## src/rtl/config_info_apb.sv

```systemverilog
// APB responder publishing build-time platform configuration, a scratch word and a
// 64-bit uptime counter whose high half is snapshotted atomically by UPTIME_LO reads.
module config_info_apb #(
  parameter logic [31:0]            HW_ID        = 32'h5741_4C59,
  parameter logic [31:0]            ISA_BITS     = 32'h0000_1100,
  parameter logic [31:0]            RESET_VEC    = 32'h0000_1000,
  parameter int unsigned            NREGIONS     = 8,
  parameter logic [NREGIONS*64-1:0] REGION_TABLE = {
    32'h0000_0FFF, 32'h1000_2000,   // SPI
    32'h03FF_FFFF, 32'h0C00_0000,   // PLIC
    32'h0000_0FFF, 32'h1000_1000,   // UART
    32'h0000_0FFF, 32'h1000_0000,   // GPIO
    32'h0000_FFFF, 32'h0200_0000,   // CLINT
    32'h0E00_0000, 32'h2000_0000,   // EXT_MEM
    32'h0000_FFFF, 32'h0001_0000,   // UNCORE_RAM
    32'h0000_0FFF, 32'h0000_1000    // BOOTROM
  },
  parameter int unsigned            WAIT_CYCLES  = 1,
  parameter logic [63:0]            UPTIME_RESET = 64'h0
) (
  input  logic        clk,
  input  logic        reset,
  input  logic        PSEL,
  input  logic        PENABLE,
  input  logic        PWRITE,
  input  logic [7:0]  PADDR,
  input  logic [31:0] PWDATA,
  input  logic [3:0]  PSTRB,
  output logic [31:0] PRDATA,
  output logic        PREADY,
  output logic        PSLVERR
);

  localparam logic [2:0] WaitInit = 3'(WAIT_CYCLES);

  typedef enum logic [0:0] {StIdle, StWait} state_e;

  state_e      state_q;
  logic [2:0]  cnt_q;
  logic        wr_q;
  logic        is_scratch_q;
  logic        is_uplo_q;
  logic [31:0] wdata_q;
  logic [3:0]  strb_q;
  logic [31:0] resp_data_q;
  logic        resp_err_q;
  logic [31:0] sample_hi_q;
  logic        pready_q;
  logic [31:0] prdata_q;
  logic        pslverr_q;
  logic [31:0] scratch_q;
  logic [31:0] snapshot_q;
  logic [63:0] uptime_q;

  logic [5:0]  word;
  logic [31:0] rd_data;
  logic        rd_err;
  logic [31:0] resp_data;
  logic        resp_err;

  assign word = PADDR[7:2];

  // Read decode against current state; captured in the setup cycle.
  always_comb begin
    rd_data = '0;
    rd_err  = 1'b0;
    if (word[5] || (word[4:3] == 2'b01)) begin
      rd_err = 1'b1;
    end else if (word[4]) begin
      if (32'(word[3:1]) < NREGIONS) begin
        rd_data = REGION_TABLE[{word[3:0], 5'd0} +: 32];
      end else begin
        rd_err = 1'b1;
      end
    end else begin
      case (word[2:0])
        3'd0:    rd_data = HW_ID;
        3'd1:    rd_data = ISA_BITS;
        3'd2:    rd_data = {16'h0, 8'(WAIT_CYCLES), 8'(NREGIONS)};
        3'd3:    rd_data = RESET_VEC;
        3'd4:    rd_data = scratch_q;
        3'd5:    rd_data = uptime_q[31:0];
        3'd6:    rd_data = snapshot_q;
        default: rd_data = '0;
      endcase
    end
  end

  always_comb begin
    resp_data = PWRITE ? 32'h0 : rd_data;
    resp_err  = PWRITE ? (word != 6'd4) : rd_err;
  end

  always_ff @(posedge clk) begin
    if (reset) begin
      state_q      <= StIdle;
      cnt_q        <= '0;
      wr_q         <= 1'b0;
      is_scratch_q <= 1'b0;
      is_uplo_q    <= 1'b0;
      wdata_q      <= '0;
      strb_q       <= '0;
      resp_data_q  <= '0;
      resp_err_q   <= 1'b0;
      sample_hi_q  <= '0;
      pready_q     <= 1'b0;
      prdata_q     <= '0;
      pslverr_q    <= 1'b0;
      scratch_q    <= '0;
      snapshot_q   <= '0;
      uptime_q     <= UPTIME_RESET;
    end else begin
      uptime_q <= uptime_q + 64'd1;
      case (state_q)
        StIdle: begin
          if (PSEL && !PENABLE) begin
            state_q      <= StWait;
            cnt_q        <= WaitInit;
            wr_q         <= PWRITE;
            is_scratch_q <= (word == 6'd4);
            is_uplo_q    <= (word == 6'd5);
            wdata_q      <= PWDATA;
            strb_q       <= PSTRB;
            resp_data_q  <= resp_data;
            resp_err_q   <= resp_err;
            sample_hi_q  <= uptime_q[63:32];
            if (WaitInit == 3'd0) begin
              pready_q  <= 1'b1;
              prdata_q  <= resp_data;
              pslverr_q <= resp_err;
            end
          end
        end
        StWait: begin
          if (!PSEL) begin
            // Master abandoned the transfer: nothing is committed.
            state_q   <= StIdle;
            pready_q  <= 1'b0;
            prdata_q  <= '0;
            pslverr_q <= 1'b0;
          end else if (PENABLE) begin
            if (pready_q) begin
              if (wr_q && is_scratch_q) begin
                for (int b = 0; b < 4; b++) begin
                  if (strb_q[b]) scratch_q[8*b +: 8] <= wdata_q[8*b +: 8];
                end
              end
              if (!wr_q && is_uplo_q) snapshot_q <= sample_hi_q;
              state_q   <= StIdle;
              pready_q  <= 1'b0;
              prdata_q  <= '0;
              pslverr_q <= 1'b0;
            end else if (cnt_q <= 3'd1) begin
              cnt_q     <= '0;
              pready_q  <= 1'b1;
              prdata_q  <= resp_data_q;
              pslverr_q <= resp_err_q;
            end else begin
              cnt_q <= cnt_q - 3'd1;
            end
          end
        end
        default: state_q <= StIdle;
      endcase
    end
  end

  assign PRDATA  = prdata_q;
  assign PREADY  = pready_q;
  assign PSLVERR = pslverr_q;

endmodule
```

## config.mk

```make
export PLATFORM = sky130hd
export DESIGN_NAME = config_info_apb
export DESIGN_NICKNAME = d
export VERILOG_FILES = /design/src/rtl/config_info_apb.sv
export SDC_FILE = /design/constraint.sdc
export NUM_CORES = 1
export LEC_CHECK = 0
export CORE_MARGIN = 4
export CORE_UTILIZATION = 49
export CTS_CLUSTER_DIAMETER = 50
export CTS_CLUSTER_SIZE = 40
export DETAILED_ROUTE_END_ITERATION = 7
export HOLD_SLACK_MARGIN = 0.02
export PLACE_DENSITY_LB_ADDON = 0.3
export SLEW_MARGIN = 20
export SYNTH_ARGS = -nofsm -noshare
export SYNTH_HDL_FRONTEND = slang
export SYNTH_SLANG_ARGS = --single-unit
export TNS_END_PERCENT = 100
```

## constraint.sdc

```tcl
create_clock -name clk -period 6.3 [get_ports clk]
set_input_delay 1.26 -clock clk [delete_from_list [all_inputs] [get_ports clk]]
set_output_delay 1.26 -clock clk [all_outputs]
set_load 0.005 [all_outputs]
```

==> impl_metrics.json <==
{
  "run_status": "finished clean",
  "end_kind": "register",
  "setup_tns_ps": 0,
  "clk_transition_reported_paths_ps": 90,
  "crit_type": "in -> reg",
  "synth.yosys.seq_area_share_pct": 49.2,
  "initial_core_utilization_pct": 50.1,
  "core_region_area_mm2": 0.0220,
  "first_pass_grt_wire_length_mm": 43.2,
  "tritoncts_clock_tree": "yes",
  "min_period_over_period_pct": 59.0,
  "die-width_um": 158,
  "syn_to_final_growth_pct": 15.1,
  "floorplan.die.height_um": 158,
  "p_leak_uw": 0.00413,
  "timing.fmax_mhz": 269,
  "via_count": 9294,
  "synth-seq-cells": 270,
  "cell_area_reported_after_detailed_placement_mm2": 0.0118,
  "fin_skew_ps": 23.9,
  "hold-path-endpoint": "snapshot_q[9]",
  "cts_inserted_buffers": 23,
  "maxCapViolCount": 0,
  "yosysTopAreaCell": "sky130_fd_sc_hd__dfxtp_1",
  "ys_dominant_reg_cell": "sky130_fd_sc_hd__dfxtp_1",
  "vias_per_cell": 5.76,
  "io-pin-count": 83,
  "place.gp.congestion": 0.897,
  "clock_tree.root_cell": "sky130_fd_sc_hd__clkbuf_16",
  "globalRouteOverflowTotal": 0,
  "diodes": 0,
  "clk_latency_worst_skew_pair_ps": 520,
  "crit_path_start_kind": "input pin",
  "ir_drop_mv": 0.231,
  "postCtsSetupRepairBufs": 0,
  "remaining_drc_errors": 0,
  "port_buffers": 80,
  "postCtsHoldBufs": 0,
  "post_syn_instances": 1296,
  "cts.sink_count": 270,
  "reg2regPathDepth": 6,
  "slew_viol_final": 0,
  "ys_warn_count": 0,
  "ctsHtreeMaxLevel": 1,
  "detail_route.wl_per_cell_um": 16.7,
  "postSynthAreaPerCell_um2": 8.48,
  "cp_data_arrival_time_ps": 4110,
  "number_of_nets_in_the_final_layout": 1374,
  "floorplan.die_area_mm2": 0.0249,
  "yosysTopAreaCellShare_pct": 49.2,
  "cts_buffer_depth": 3,
  "grt_pass1_vias": 8303,
  "grt.total_usage_pct": 21.1,
  "final_layout_size_suffix_gt1_share_pct": 5.62,
  "drt_iter0_markers": 671,
  "final_period_minus_worst_setup_slack_ps": 3720,
  "resized_after_cts": 0,
  "detail_route.first_pass.iterations": 5,
  "mappedNetlistArea_mm2": 0.0110,
  "power.density_cell_area_mw_per_mm2": 268,
  "pin_count_of_the_biggest_net_entering_global_routing": 89,
  "worstSetupStartpoint": "PADDR[2]",
  "yosys-top-cells-area": "sky130_fd_sc_hd__dfxtp_1, sky130_fd_sc_hd__nand2_1, sky130_fd_sc_hd__a21oi_1",
  "slew-limit-headroom_pct": 39.4,
  "remaining_antenna_violation_count": 0,
  "grt_antenna_before_repair": 0,
  "reg2reg_setup_slack_ps": 3550,
  "num_rows": 54,
  "r2r_end": "uptime_q[40]",
  "hold_viol_final": 0,
  "filler_cell_count": 1958,
  "postRouteWirelength_mm": 27.0,
  "worstMarginPinSlew_ps": 906,
  "regToRegStartpoint": "uptime_q[0]",
  "worst_hold_path.num_cells": 2,
  "finalSetupViolations": 0,
  "setup_repair_after_global_routing_missed_its_margin": "no",
  "critical_path_peak_fanout": 19,
  "cp_data_required_time_ps": 6700,
  "synth.distinct_cells": 63,
  "detailed_placement_hpwl_mm": 18.3,
  "async_flop_share_pct": 0,
  "synth_enable_flop_cells": 0,
  "mappedNetlistNets": 1352,
  "worst_hold_startpoint": "sample_hi_q[9]",
  "hold_class": "reg -> reg",
  "stdcell_area_mm2": 0.0127
}
## cell usage in the layout (no fill, tap or decap), types with 3 or more instances in the layout
cell and count:
sky130_fd_sc_hd__clkbuf_16 23, sky130_fd_sc_hd__o31ai_1 22, sky130_fd_sc_hd__xor2_1 18, sky130_fd_sc_hd__dfxtp_1 270, sky130_fd_sc_hd__a21oi_1 167, sky130_fd_sc_hd__and3_1 7, sky130_fd_sc_hd__ha_1 7, sky130_fd_sc_hd__xnor2_1 8
sky130_fd_sc_hd__clkinv_8 4, sky130_fd_sc_hd__buf_4 10, sky130_fd_sc_hd__nand2_1 269, sky130_fd_sc_hd__or4_1 22, sky130_fd_sc_hd__nand4_1 21, sky130_fd_sc_hd__nand3_1 37, sky130_fd_sc_hd__inv_6 4, sky130_fd_sc_hd__clkdlybuf4s50_1 79
sky130_fd_sc_hd__and2_1 7, sky130_fd_sc_hd__or3_1 14, sky130_fd_sc_hd__nor2_1 104, sky130_fd_sc_hd__a22oi_1 52, sky130_fd_sc_hd__nor3_1 5, sky130_fd_sc_hd__o21ai_0 26, sky130_fd_sc_hd__inv_1 15, sky130_fd_sc_hd__nor2b_1 5
sky130_fd_sc_hd__mux2i_1 33, sky130_fd_sc_hd__a32oi_1 3, sky130_fd_sc_hd__nand3_2 3, sky130_fd_sc_hd__a21o_1 5, sky130_fd_sc_hd__nand2b_1 5, sky130_fd_sc_hd__a22o_1 33
## worst max-delay path: stages
cell	delay (ps)
sky130_fd_sc_hd__clkdlybuf4s50_1	580
sky130_fd_sc_hd__inv_1	100
sky130_fd_sc_hd__ha_1	500
sky130_fd_sc_hd__nor2b_1	270
sky130_fd_sc_hd__nor2_1	710
sky130_fd_sc_hd__nand3_1	340
sky130_fd_sc_hd__a32oi_1	290
sky130_fd_sc_hd__nor2_1	50
## cell families after synthesis
logic type,share of synthesized area [%]
simple gates,21.7
compound gates,19.1
flops,49.2
buf+inv,4.14
mux,3.00
xor+xnor,2.07
fa+ha+maj,0.797
## final cells by class
| cell class | instances | area (um^2) | area share (%) |
|---|---|---|---|
| Clock inverter | 18 | 234 | 1.85 |
| Sequential cell | 270 | 5410 | 42.7 |
| Multi-Input combinational cell | 918 | 5160 | 40.8 |
| Tap cell | 280 | 350 | 2.77 |
| Inverter | 15 | 56.3 | 0.445 |
| Timing Repair Buffer | 90 | 877 | 6.93 |
| Clock buffer | 23 | 576 | 4.55 |
## metrics by stage
stage	std cells	setup slack, ps	utilization [%]	hold WS, ps	power (uW)
after CTS	1614	2720	57.6	455	3410
final	1614	2580	57.6	450	3390
after detailed placement	1573	2170	53.9	442	1930
after floorplan	1296	3460	-	432	1870
after global routing	1614	2470	57.6	464	3500
after global placement	1573	2250	53.9	439	1930
## synth_stat cells (all sizes together) (2+ instances only)
master and count:
dfxtp 270, nand2 269, a21oi 168, nor2 105
clkbuf 78, a22oi 52, nand3 41, a22o 33
mux2i 33, o21ai 26, nand4 23, or4 23
o31ai 22, xor2 18, buf 15, inv 15
or3 15, nor3 9, xnor2 8, and2 7
and3 7, ha 7, a21o 5, nand2b 5
nor2b 5, a32oi 3, nor4 3, a211oi 2
a21boi 2, a221oi 2, a222oi 2, a311oi 2
a31o 2, and4 2, nor3b 2, o211ai 2
o22ai 2, or3b 2
## metal layers
layer  part of all wire (%)  routed length (um)  vias to the layer above  global-route usage (%)
li1                       -                   -                     4603                       -
met1                     45               12300                     4383                    29.7
met2                     46               12500                      268                    33.9
met3                    5.7                1540                       40                    3.44
met4                    2.5                 663                        0                    5.57
met5                      0                   0                        -                       0
## report_power, final
part           switching, uW  total (uW)  leakage (uW)  internal (uW)
Combinational            104         159       0.00156           55.7
Clock                    731        1500      0.000388            766
Sequential              11.3        1730       0.00218           1720
## worst max path at each step
stage,to
after global placement,resp_data_q[25]
final,resp_data_q[25]
after CTS,resp_data_q[25]
after floorplan,resp_data_q[17]
after global routing,resp_data_q[25]
after detailed placement,resp_data_q[25]
## sequential cells by signal, indices dropped and copies added, names as in the netlist, 3 cells and up
name and cells:
sample_hi_q 32, strb_q 4, wdata_q 32, uptime_q 64, PRDATA 32, scratch_q 32
snapshot_q 32, resp_data_q 32, cnt_q 3
Note: power is estimated with default switching activity, not from simulation.
